$ cat src/rtl/circle_lines_scheduler_if.sv
// Bundle of signals around circle_lines_scheduler.
// The slave modport is the scheduler's view. It receives requests and generator
// results, and drives grants, generator controls, the forwarded tuples and job status.
// The master modport is the surrounding fabric and generator, i.e. the opposite view.
//   req_*      : per-requester valid/ready and packed argument slices
//   gen_*      : start/abort pulses, latched arguments, returned tuple, valid/done
//   _out*      : registered forwarded tuple with owner id
//   job_*      : completion pulse, owner id, tuple count, watchdog flag
interface circle_lines_scheduler_if #(
  parameter int N_REQ = 4,
  parameter int WIDTH = 32,
  parameter int ID_W  = 2
);
  logic [N_REQ-1:0]            req_valid;
  logic [N_REQ-1:0]            req_ready;
  logic [N_REQ-1:0][WIDTH-1:0] req_a, req_b, req_c, req_d;
  logic                        gen_start, gen_reset;
  logic signed [WIDTH-1:0]     gen_a, gen_b, gen_c, gen_d;
  logic signed [WIDTH-1:0]     gen_out0, gen_out1, gen_out2, gen_out3;
  logic                        gen_valid, gen_done;
  logic signed [WIDTH-1:0]     _out0, _out1, _out2, _out3;
  logic                        _out_valid;
  logic [ID_W-1:0]             _out_id;
  logic                        job_done;
  logic [ID_W-1:0]             job_id;
  logic [15:0]                 job_count;
  logic                        job_timeout;

  modport slave (
    input  req_valid, req_a, req_b, req_c, req_d,
    input  gen_out0, gen_out1, gen_out2, gen_out3, gen_valid, gen_done,
    output req_ready, gen_start, gen_reset, gen_a, gen_b, gen_c, gen_d,
    output _out0, _out1, _out2, _out3, _out_valid, _out_id,
    output job_done, job_id, job_count, job_timeout
  );

  modport master (
    output req_valid, req_a, req_b, req_c, req_d,
    output gen_out0, gen_out1, gen_out2, gen_out3, gen_valid, gen_done,
    input  req_ready, gen_start, gen_reset, gen_a, gen_b, gen_c, gen_d,
    input  _out0, _out1, _out2, _out3, _out_valid, _out_id,
    input  job_done, job_id, job_count, job_timeout
  );
endinterface

$ cat src/rtl/circle_lines_scheduler.sv
// Round-robin job scheduler sharing one circle_lines generator among N_REQ requesters.
// It grants one argument set at a time and pulses gen_start.
// While the job runs, it forwards every generator tuple tagged with the owner id.
// It ends the job on gen_done, or aborts it with gen_reset when the watchdog expires.
// Ports:
//   _clock : rising-edge clock
//   _reset : asynchronous active-high reset
//   bus    : circle_lines_scheduler_if slave (requests, generator, forwarded tuples, job status)
module circle_lines_scheduler #(
  parameter int N_REQ   = 4,
  parameter int WIDTH   = 32,
  parameter int ID_W    = 2,
  parameter int TIMEOUT = 1023
) (
  input logic                     _clock,
  input logic                     _reset,
  circle_lines_scheduler_if.slave bus
);
  localparam int WD_W = $clog2(TIMEOUT + 1);

  typedef enum logic [2:0] {S_IDLE, S_START, S_RUN, S_DONE, S_ABORT} state_t;

  state_t                 state, state_nxt;
  logic [ID_W-1:0]        rr_ptr, cur_id, grant;
  logic                   grant_vld, accept, wd_last;
  logic [15:0]            count;
  logic [WD_W-1:0]        wdog;
  logic [3:0][WIDTH-1:0]  arg_q, out_q;
  logic                   out_vld;
  logic [ID_W-1:0]        out_id;

  // First pending requester at or after rr_ptr, wrapping modulo N_REQ.
  // The loop walks offsets high to low, so the smallest offset is assigned last and wins.
  always_comb begin
    int idx;
    grant     = '0;
    grant_vld = 1'b0;
    for (int i = N_REQ - 1; i >= 0; i--) begin
      idx = int'(rr_ptr) + i;
      if (idx >= N_REQ) idx = idx - N_REQ;
      if (bus.req_valid[idx]) begin
        grant     = ID_W'(idx);
        grant_vld = 1'b1;
      end
    end
  end

  // req_ready is only ever raised for the grant in IDLE, so any grant in IDLE is an accept.
  assign accept  = (state == S_IDLE) && grant_vld;
  // wdog holds the number of RUN cycles already completed.
  // When wdog == TIMEOUT-1, the current cycle is RUN cycle TIMEOUT.
  assign wd_last = (wdog == WD_W'(TIMEOUT - 1));

  always_ff @(posedge _clock or posedge _reset) begin
    if (_reset) state <= S_IDLE;
    else        state <= state_nxt;
  end

  always_comb begin
    state_nxt       = state;
    bus.req_ready   = '0;
    bus.gen_start   = 1'b0;
    bus.gen_reset   = 1'b0;
    bus.job_done    = 1'b0;
    bus.job_timeout = 1'b0;
    case (state)
      S_IDLE: begin
        if (grant_vld && !_reset) bus.req_ready[grant] = 1'b1;
        if (grant_vld) state_nxt = S_START;
      end
      S_START: begin
        bus.gen_start = 1'b1;
        state_nxt     = S_RUN;
      end
      S_RUN: begin
        // gen_done wins over a watchdog expiry in the same cycle.
        if (bus.gen_done)  state_nxt = S_DONE;
        else if (wd_last)  state_nxt = S_ABORT;
      end
      S_DONE: begin
        bus.job_done = 1'b1;
        state_nxt    = S_IDLE;
      end
      S_ABORT: begin
        bus.gen_reset   = 1'b1;
        bus.job_done    = 1'b1;
        bus.job_timeout = 1'b1;
        state_nxt       = S_IDLE;
      end
      default: state_nxt = S_IDLE;
    endcase
  end

  always_ff @(posedge _clock or posedge _reset) begin
    if (_reset) begin
      rr_ptr  <= '0;
      cur_id  <= '0;
      count   <= '0;
      wdog    <= '0;
      arg_q   <= '0;
      out_q   <= '0;
      out_vld <= 1'b0;
      out_id  <= '0;
    end else begin
      out_vld <= 1'b0;
      if (accept) begin
        arg_q  <= {bus.req_d[grant], bus.req_c[grant], bus.req_b[grant], bus.req_a[grant]};
        cur_id <= grant;
        rr_ptr <= (int'(grant) == N_REQ - 1) ? '0 : grant + 1'b1;
        count  <= '0;
        wdog   <= '0;
      end
      if (state == S_RUN) begin
        wdog <= wdog + 1'b1;
        if (bus.gen_valid) begin
          out_q   <= {bus.gen_out3, bus.gen_out2, bus.gen_out1, bus.gen_out0};
          out_vld <= 1'b1;
          out_id  <= cur_id;
          if (count != 16'hFFFF) count <= count + 16'd1;
        end
      end
    end
  end

  assign bus.gen_a      = arg_q[0];
  assign bus.gen_b      = arg_q[1];
  assign bus.gen_c      = arg_q[2];
  assign bus.gen_d      = arg_q[3];
  assign bus._out0      = out_q[0];
  assign bus._out1      = out_q[1];
  assign bus._out2      = out_q[2];
  assign bus._out3      = out_q[3];
  assign bus._out_valid = out_vld;
  assign bus._out_id    = out_id;
  // Status fields read as zero outside the completion pulse.
  assign bus.job_id     = bus.job_done ? cur_id : '0;
  assign bus.job_count  = bus.job_done ? count  : '0;
endmodule

$ cat src/flat_wrapper.sv
// flat-port wrapper written by rule: the top's interface ports become plain ports
module circle_lines_scheduler_flat 
#(
  parameter int N_REQ   = 4,
  parameter int WIDTH   = 32,
  parameter int ID_W    = 2,
  parameter int TIMEOUT = 1023
)
  (_clock, _reset, bus_req_valid, bus_req_a, bus_req_b, bus_req_c, bus_req_d, bus_gen_out0, bus_gen_out1, bus_gen_out2, bus_gen_out3, bus_gen_valid, bus_gen_done, bus_req_ready, bus_gen_start, bus_gen_reset, bus_gen_a, bus_gen_b, bus_gen_c, bus_gen_d, bus__out0, bus__out1, bus__out2, bus__out3, bus__out_valid, bus__out_id, bus_job_done, bus_job_id, bus_job_count, bus_job_timeout);
  circle_lines_scheduler_if #(.N_REQ(N_REQ), .WIDTH(WIDTH), .ID_W(ID_W)) bus_i ();
  input logic _clock;
  input logic _reset;
  input wire logic [$bits(bus_i.req_valid)-1:0] bus_req_valid;
  input wire logic [$bits(bus_i.req_a)-1:0] bus_req_a;
  input wire logic [$bits(bus_i.req_b)-1:0] bus_req_b;
  input wire logic [$bits(bus_i.req_c)-1:0] bus_req_c;
  input wire logic [$bits(bus_i.req_d)-1:0] bus_req_d;
  input wire logic [$bits(bus_i.gen_out0)-1:0] bus_gen_out0;
  input wire logic [$bits(bus_i.gen_out1)-1:0] bus_gen_out1;
  input wire logic [$bits(bus_i.gen_out2)-1:0] bus_gen_out2;
  input wire logic [$bits(bus_i.gen_out3)-1:0] bus_gen_out3;
  input wire logic [$bits(bus_i.gen_valid)-1:0] bus_gen_valid;
  input wire logic [$bits(bus_i.gen_done)-1:0] bus_gen_done;
  output wire logic [$bits(bus_i.req_ready)-1:0] bus_req_ready;
  output wire logic [$bits(bus_i.gen_start)-1:0] bus_gen_start;
  output wire logic [$bits(bus_i.gen_reset)-1:0] bus_gen_reset;
  output wire logic [$bits(bus_i.gen_a)-1:0] bus_gen_a;
  output wire logic [$bits(bus_i.gen_b)-1:0] bus_gen_b;
  output wire logic [$bits(bus_i.gen_c)-1:0] bus_gen_c;
  output wire logic [$bits(bus_i.gen_d)-1:0] bus_gen_d;
  output wire logic [$bits(bus_i._out0)-1:0] bus__out0;
  output wire logic [$bits(bus_i._out1)-1:0] bus__out1;
  output wire logic [$bits(bus_i._out2)-1:0] bus__out2;
  output wire logic [$bits(bus_i._out3)-1:0] bus__out3;
  output wire logic [$bits(bus_i._out_valid)-1:0] bus__out_valid;
  output wire logic [$bits(bus_i._out_id)-1:0] bus__out_id;
  output wire logic [$bits(bus_i.job_done)-1:0] bus_job_done;
  output wire logic [$bits(bus_i.job_id)-1:0] bus_job_id;
  output wire logic [$bits(bus_i.job_count)-1:0] bus_job_count;
  output wire logic [$bits(bus_i.job_timeout)-1:0] bus_job_timeout;
  assign bus_i.req_valid = bus_req_valid;
  assign bus_i.req_a = bus_req_a;
  assign bus_i.req_b = bus_req_b;
  assign bus_i.req_c = bus_req_c;
  assign bus_i.req_d = bus_req_d;
  assign bus_i.gen_out0 = bus_gen_out0;
  assign bus_i.gen_out1 = bus_gen_out1;
  assign bus_i.gen_out2 = bus_gen_out2;
  assign bus_i.gen_out3 = bus_gen_out3;
  assign bus_i.gen_valid = bus_gen_valid;
  assign bus_i.gen_done = bus_gen_done;
  assign bus_req_ready = bus_i.req_ready;
  assign bus_gen_start = bus_i.gen_start;
  assign bus_gen_reset = bus_i.gen_reset;
  assign bus_gen_a = bus_i.gen_a;
  assign bus_gen_b = bus_i.gen_b;
  assign bus_gen_c = bus_i.gen_c;
  assign bus_gen_d = bus_i.gen_d;
  assign bus__out0 = bus_i._out0;
  assign bus__out1 = bus_i._out1;
  assign bus__out2 = bus_i._out2;
  assign bus__out3 = bus_i._out3;
  assign bus__out_valid = bus_i._out_valid;
  assign bus__out_id = bus_i._out_id;
  assign bus_job_done = bus_i.job_done;
  assign bus_job_id = bus_i.job_id;
  assign bus_job_count = bus_i.job_count;
  assign bus_job_timeout = bus_i.job_timeout;
  circle_lines_scheduler #(.N_REQ(N_REQ), .WIDTH(WIDTH), .ID_W(ID_W), .TIMEOUT(TIMEOUT)) u_core (._clock(_clock), ._reset(_reset), .bus(bus_i));
endmodule
$ cat config.mk
export PLATFORM = sky130hd
export DESIGN_NAME = circle_lines_scheduler_flat
export DESIGN_NICKNAME = d
export VERILOG_FILES = /design/src/rtl/circle_lines_scheduler_if.sv /design/src/rtl/circle_lines_scheduler.sv /design/src/flat_wrapper.sv
export SDC_FILE = /design/constraint.sdc
export NUM_CORES = 1
export LEC_CHECK = 0
export BUFFER_PORTS_ARGS = -buffer_cell sky130_fd_sc_hd__buf_2
export CAP_MARGIN = 25
export CORE_AREA = 2 2 365 367
export CTS_BUF_LIST = sky130_fd_sc_hd__clkbuf_8
export CTS_CLUSTER_SIZE = 20
export DETAILED_ROUTE_END_ITERATION = 8
export DIE_AREA = 0 0 367 369
export HOLD_SLACK_MARGIN = 0.15
export PLACE_DENSITY = 0.37
export SKIP_CTS_REPAIR_TIMING = 1
export SYNTH_ARGS = -nofsm -noshare
export SYNTH_HDL_FRONTEND = slang
export SYNTH_SLANG_ARGS = --single-unit
$ cat constraint.sdc
create_clock -name _clock -period 9.1 [get_ports _clock]
set_clock_uncertainty 0.05 [all_clocks]
set_input_delay 0 -clock _clock [delete_from_list [all_inputs] [get_ports _clock]]
set_output_delay 0 -clock _clock [all_outputs]
set_load 0.02 [all_outputs]
==> impl_metrics.ini, run 1 <==
[cts]
cts_max_path_buffers = 3
htreeDepth = 3
clock-root-buffer = clkbuf_8
cts.sinks = 292
numCtsBuffers = 67

[synth]
syn-num-nets = 2283
yosys_most_used_dff = dfrtp_1
avgSynthCellArea_um2 = 9.251
syn_inst = 1628
synth-async-reset-ratio_pct = 100.0
yosysUniqueCellTypes = 48
synth_edf_count = 0
ys_warn_count = 0
yosysSeqAreaShare_pct = 48.52
synth_seq_cells = 292
synth.cell_area_um2 = 15060

[placed_design]
port_buffers = 932
gp_congestion = 0.8882
hpwl_um = 66860

[run_status]
outcome = aborted with a tool error
haltStage = 5_1_grt
stop_error = [ERROR RSZ-0060] Max buffer count reached.

[floorplan]
ios = 933
die_h_um = 369
initial_core_util_pct = 11.49
rows = 133
die_w_um = 367

[global_route]
grt_max_degree = 105
cell usage after synthesis, types with 2 or more instances:
master,number,share of area [%]
buf_1,2,0.050
nor2_1,9,0.22
a21o_1,2,0.10
a211o_1,128,7.4
ha_1,7,0.58
clkbuf_1,32,0.80
mux2_2,130,9.7
a21oi_1,235,7.8
nor3_1,3,0.10
nand3_1,14,0.47
nand4_1,7,0.29
a31oi_1,5,0.21
o211ai_1,2,0.10
o21ai_0,26,0.86
buf_2,51,1.7
buf_4,26,1.3
a21oi_2,27,1.6
dfrtp_1,292,49
mux2i_1,5,0.33
buf_6,14,1.0
and3_1,12,0.50
nor2b_1,4,0.17
and2_1,20,0.83
or3_1,3,0.12
nand2_1,542,14
inv_1,6,0.15
and4_1,2,0.12
nor3b_1,2,0.10
through the flow:
step	cells	instance area, um^2	setup WS (ns)	hold slack [ns]
after floorplan	1628	15060	0.9404	0.1006
after global placement	4212	21420	5.570	0.1186
after detailed placement	4212	21420	5.543	0.1145
after CTS	4325	22700	5.535	-0.7739
cells by family after synthesis:
group,synth area share (%)
simple gates,16.94
fa+ha+maj,0.5815
compound gates,18.72
flops,48.52
mux,10.13
xor+xnor,0.05816
buf+inv,5.059
==> run 2: changes to the inputs <==
--- a/config.mk
+++ b/config.mk
@@ -7,13 +7,10 @@
 export LEC_CHECK = 0
 export BUFFER_PORTS_ARGS = -buffer_cell sky130_fd_sc_hd__buf_2
 export CAP_MARGIN = 25
-export CORE_AREA = 2 2 365 367
-export CTS_BUF_LIST = sky130_fd_sc_hd__clkbuf_8
-export CTS_CLUSTER_SIZE = 20
+export CORE_AREA = 2 2 367 369
 export DETAILED_ROUTE_END_ITERATION = 8
-export DIE_AREA = 0 0 367 369
-export HOLD_SLACK_MARGIN = 0.15
-export PLACE_DENSITY = 0.37
+export DIE_AREA = 0 0 369 371
+export PLACE_DENSITY_LB_ADDON = 0.15
 export SKIP_CTS_REPAIR_TIMING = 1
 export SYNTH_ARGS = -nofsm -noshare
 export SYNTH_HDL_FRONTEND = slang
==> impl_metrics.ini, run 2 <==
[synth]
syn_inst = 1628
yosys.area.top_type = dfrtp_1
synth-async-reset-ratio_pct = 100.0
synth_common_cells = nand2_1, dfrtp_1, a21oi_1, mux2_2, a211o_1
yosys_most_used_dff = dfrtp_1
synth_most_common_cell = nand2_1
synth_edf_count = 0
yosys.area.top_type_share_pct = 48.52
yosysSeqAreaShare_pct = 48.52
syn-num-nets = 2283
yosysUniqueCellTypes = 48
ys_warn_count = 0
synth_seq_cells = 292
synth_area_leaders = dfrtp_1, nand2_1, mux2_2
avgSynthCellArea_um2 = 9.251
synth.cell_area_um2 = 15060

[cts]
cts.sinks = 292
clock-root-buffer = clkbuf_16
cts_tree = built
clk_pin_slew_ns = 0.06
cts_max_path_buffers = 3
htreeDepth = 2
clock_latency_ns = 0.59
numCtsBuffers = 44

[setup_path]
worstPathMaxFanout = 125
cpPeakStageDelay_ns = 0.72
crit_buf_inv = 4
cp-end-kind = flip-flop
cp.arrival_ns = 5.05
cp_slowest_cell = buf_4
crit_required_ns = 9.56
crit_type = reg2reg
start_kind = flip-flop
cp_cell_sequence = mux2_1 > o221a_4 > inv_8 > buf_4 > nand2_1 > a21oi_1 > dlygate4sd3_1 > a211o_1 > dlygate4sd3_1
critPathTopFamily = buffers and inverters
crit_path_frequent_cell = dlygate4sd3_1

[sta]
timing.fmax_mhz = 218.0
rsz0062_at_grt = false
min_period_ns = 4.587
tightestPinTransition_ns = 0.9287
slew_violations = 0
hold_viol_final = 0
totalNegativeSetupSlack_ns = 0
setup_viol = 0
period_share_pct = 50.41
relSlewSlack_pct = 38.08

[layout]
finish.net_count = 3669
layout_common_cells = buf_2, nand2_1, dlygate4sd3_1, dfrtp_1, a21oi_1
final_common_cell = buf_2
syn_to_final_growth_pct = 86.13
drive_gt1_share_pct = 38.94

[global_route]
grt_antenna_before_repair = 25
grt_max_degree = 126
track_usage_pct = 12.49
grt.overflow.total = 0
grt_pass1_vias = 16440
grt_pass1_wl_um = 123500

[routing]
wirelength_um = 93750
dr.pass1.iters = 5
via_count = 17840
viasPerCell = 3.698
wire_per_inst_um = 19.43
drc = 0
ant_nets = 0
drt_iter0_markers = 688

[floorplan]
die_area_um2 = 136900
ios = 933
die_h_um = 371
rows = 134
core_um2 = 132800
initial_core_util_pct = 11.34
die_w_um = 369

[pwr]
p_total_w = 0.008764
p_leak_nw = 14.33
power_per_cell_area_nw_per_um2 = 312.7
ir_drop_v = 0.0001412

[run_status]
outcome = finished, final reports clean

[placed_design]
port_buffers = 932
gp_congestion = 0.8169
hpwl_um = 69770

[worst_hold_path]
holdCritPathClass = in2async

[flow_run]
drv_cap = 0
## run 2: area by class of cell
class | instances | area (um^2)
clock inverters | 12 | 107.6
well taps | 1768 | 2212
inverters | 7 | 41.29
flip-flops and latches | 292 | 7307
repair buffers | 1465 | 9980
diodes | 8 | 20.02
clock buffers | 68 | 1331
fillers | 15050 | 104800
multi-input cells | 1204 | 7033
## run 2: final timing paths
path / start / end / slack (ns) / cells after the start
max: u_core.rr_ptr[1]$_DFFE_PP0P_ / u_core.bus.gen_a[10]$_DFFE_PP0P_ / 4.51 / 9
min: _reset / u_core.bus._out0[19]$_DFFE_PP0P_ / 0.03 / 3
max reg2reg: u_core.rr_ptr[1]$_DFFE_PP0P_ / u_core.bus.gen_a[10]$_DFFE_PP0P_ / 4.51 / 9
min reg2reg: u_core.wdog[6]$_DFFE_PP0P_ / u_core.wdog[6]$_DFFE_PP0P_ / 0.43 / 1
max in group asynchronous: _reset / u_core.bus.gen_d[22]$_DFFE_PP0P_ / 7.66 / 4
min in group _clock: bus_gen_out2[27] / u_core.bus._out2[27]$_DFFE_PP0P_ / 0.12 / 3
## run 2: per-stage QoR
step	std cells	cell area (um^2)	setup WS [ns]	util (%)	hold WS, ns
after global placement	4221	21420	5.538	16.13	0.1498
final	4824	28030	4.513	21.11	0.02690
after global routing	4821	28020	4.298	21.10	0.07221
after floorplan	1628	15060	0.9404	-	0.1006
after detailed placement	4221	21420	5.592	16.13	0.1438
after CTS	4301	22860	5.526	17.21	-0.5346
## run 2: report_power, final
group          internal [W]  switching (W)  leakage (nW)
clock network       0.00103       0.000707         0.704
registers           0.00190       0.000377          3.60
logic               0.00210        0.00265          10.0
## run 2: kinds of logic (layout without fill, tap and decap cells)
| logic type | count (synthesis) | after routing | share of synthesized area [%] |
|---|---|---|---|
| AOI/OAI and AO/OA | 435 | 435 | 18.72 |
| xor gates and xnor gates | 1 | 1 | 0.05816 |
| adders and majority gates | 7 | 7 | 0.5815 |
| buffers and inverters | 132 | 1552 | 5.059 |
| DFF | 292 | 292 | 48.52 |
| muxes | 136 | 136 | 10.13 |
| other | 0 | 8 | 0 |
| and+or+nand+nor | 625 | 625 | 16.94 |
## run 2: metal layers
layer	global-route usage, %	share of wire (%)	vias up
li1	-	-	8398
met1	14.21	39	8606
met2	21.49	50	664
met3	5.100	8.4	145
met4	3.289	2.3	24
met5	0	0.18	-
## run 2: tightest hold or removal path, stage by stage
cell and delay (ns):
dlygate4sd3_1 0.54, buf_2 0.15, inv_8 0.48
No activity file was read; power rests on OpenSTA's default activity.
==> run 3: changes to the inputs <==
==> constraint.sdc (replaced) <==
create_clock -name _clock -period 4.4 [get_ports _clock]
set_clock_uncertainty 0.05 [all_clocks]
set_input_delay 0 -clock _clock [delete_from_list [all_inputs] [get_ports _clock]]
set_output_delay 0 -clock _clock [all_outputs]
set_load 0.02 [all_outputs]
==> impl_metrics.ini, run 3 (synthesis gave the netlist of run 2 again) <==
[run_status]
outcome = finished, final reports clean

[floorplan]
die_w_um = 369
core_um2 = 132800
die_h_um = 371
initial_core_util_pct = 11.34
die_area_um2 = 136900
ios = 933
rows = 134

[cts]
clock-root-buffer = clkbuf_16
cts_tree = built
numCtsBuffers = 43
cts_max_path_buffers = 3
htreeDepth = 2
clk_pin_slew_ns = 0.06
cts.sinks = 292
clock_latency_ns = 0.60

[sta]
period_share_pct = 87.47
hold_viol_final = 0
relSlewSlack_pct = 39.55
setup_viol = 0
totalNegativeSetupSlack_ns = 0
slew_violations = 0
tightestPinTransition_ns = 0.9007
rsz0062_at_grt = false
min_period_ns = 3.849
hold_slack_ns = 0.07314
setup_ws_ns = 0.5514
timing.fmax_mhz = 259.8

[global_route]
grt_pass1_wl_um = 121400
grt_antenna_before_repair = 23
grt.overflow.total = 0
track_usage_pct = 12.23
grt_max_degree = 133
grt_pass1_vias = 16420

[setup_path]
cp.arrival_ns = 4.32
start_kind = flip-flop
rr_startpoint = u_core.rr_ptr[1]$_DFFE_PP0P_
worstPathMaxFanout = 91
crit_type = reg2reg
cp-end-kind = flip-flop
crit_required_ns = 4.87
crit_start = u_core.rr_ptr[1]$_DFFE_PP0P_

[layout]
drive_gt1_share_pct = 38.77
finish.net_count = 3688
layout_common_cells = buf_2, nand2_1, dlygate4sd3_1, dfrtp_1, a21oi_1
stdcell_area_um2 = 28230
syn_to_final_growth_pct = 87.45
final_common_cell = buf_2

[pwr]
p_total_w = 0.01824
ir_drop_v = 0.0003797
power_per_cell_area_nw_per_um2 = 646.3
p_leak_nw = 14.40

[routing]
wirelength_um = 91610
viasPerCell = 3.663
drt_iter0_markers = 690
wire_per_inst_um = 18.93
via_count = 17720
dr.pass1.iters = 7
ant_nets = 0
drc = 0

[worst_hold_path]
holdCritStartpoint = bus_req_valid[2]
holdCritPathClass = in2reg

[placed_design]
hpwl_um = 68410
port_buffers = 932
placed_cell_area_um2 = 21550
gp_congestion = 0.7927
place_ws_ns = 1.276

[flow_run]
drv_cap = 0
-- run 3: cell types whose count changed in the layout (fill, tap and decap cells not counted), moves of 2 or more --
cell / previous run / this run
clkbuf_8: 14 / 7
clkinv_2: 6 / 1
and3_1: 12 / 8
clkbuf_1: 10 / 14
diode_2: 8 / 11
buf_4: 16 / 18
and3_2: 0 / 4
clkinvlp_4: 3 / 1
dlygate4sd3_1: 515 / 527
buf_12: 2 / 8
-- run 3: final cells by class --
cell class,count,area (um^2)
Clock buffer,65,1250
Fill cell,14980,104600
Multi-Input combinational cell,1204,7038
Antenna cell,11,27.53
Inverter,7,37.54
Timing Repair Buffer,1485,10230
Tap cell,1768,2212
Clock inverter,6,123.9
Sequential cell,292,7307
-- run 3: per-stage QoR --
step | utilization (%) | std cells
6_report | 21.26 | 4838
5_1_grt | 21.26 | 4836
4_1_cts | 17.27 | 4300
3_5_place_dp | 16.23 | 4229
3_3_place_gp | 16.23 | 4229
2_1_floorplan | - | 1628
-- run 3: where the power goes --
part / leakage, nW / internal, W / switching [W]
Clock: 0.667 / 0.00207 / 0.00144
Sequential: 3.60 / 0.00393 / 0.000791
Combinational: 10.1 / 0.00450 / 0.00551
-- run 3: final timing paths --
kind | end | slack, ns | depth (start not counted)
worst max-delay path | u_core.bus.gen_c[9]$_DFFE_PP0P_ | 0.55 | 9
worst min-delay path | u_core.count[7]$_DFF_PP0_ | 0.07 | 5
worst max register to register | u_core.bus.gen_c[9]$_DFFE_PP0P_ | 0.55 | 9
worst min register to register | u_core.wdog[8]$_DFFE_PP0P_ | 0.44 | 1
max in group asynchronous | u_core.bus.gen_a[8]$_DFFE_PP0P_ | 2.60 | 6
min in group asynchronous | u_core.bus._out1[24]$_DFFE_PP0P_ | 0.55 | 5
-- run 3: routing by layer --
| metal | part of all wire (%) | GRT usage (%) | vias up |
|---|---|---|---|
| li1 | - | - | 8424 |
| met1 | 39 | 13.89 | 8493 |
| met2 | 50 | 21.02 | 655 |
| met3 | 8.3 | 4.674 | 136 |
| met4 | 2.9 | 3.893 | 12 |
| met5 | 0.086 | 0 | - |
-- run 3: worst max-delay path, stage by stage, from the launching register on --
cell and delay, ns:
dfrtp_1 0.43, mux2_1 0.36, o221a_4 0.41, inv_8 0.49, buf_4 0.48, nand2_1 0.17, a21oi_2 0.15, dlygate4sd3_1 0.55
a211o_1 0.09, dlygate4sd3_1 0.54
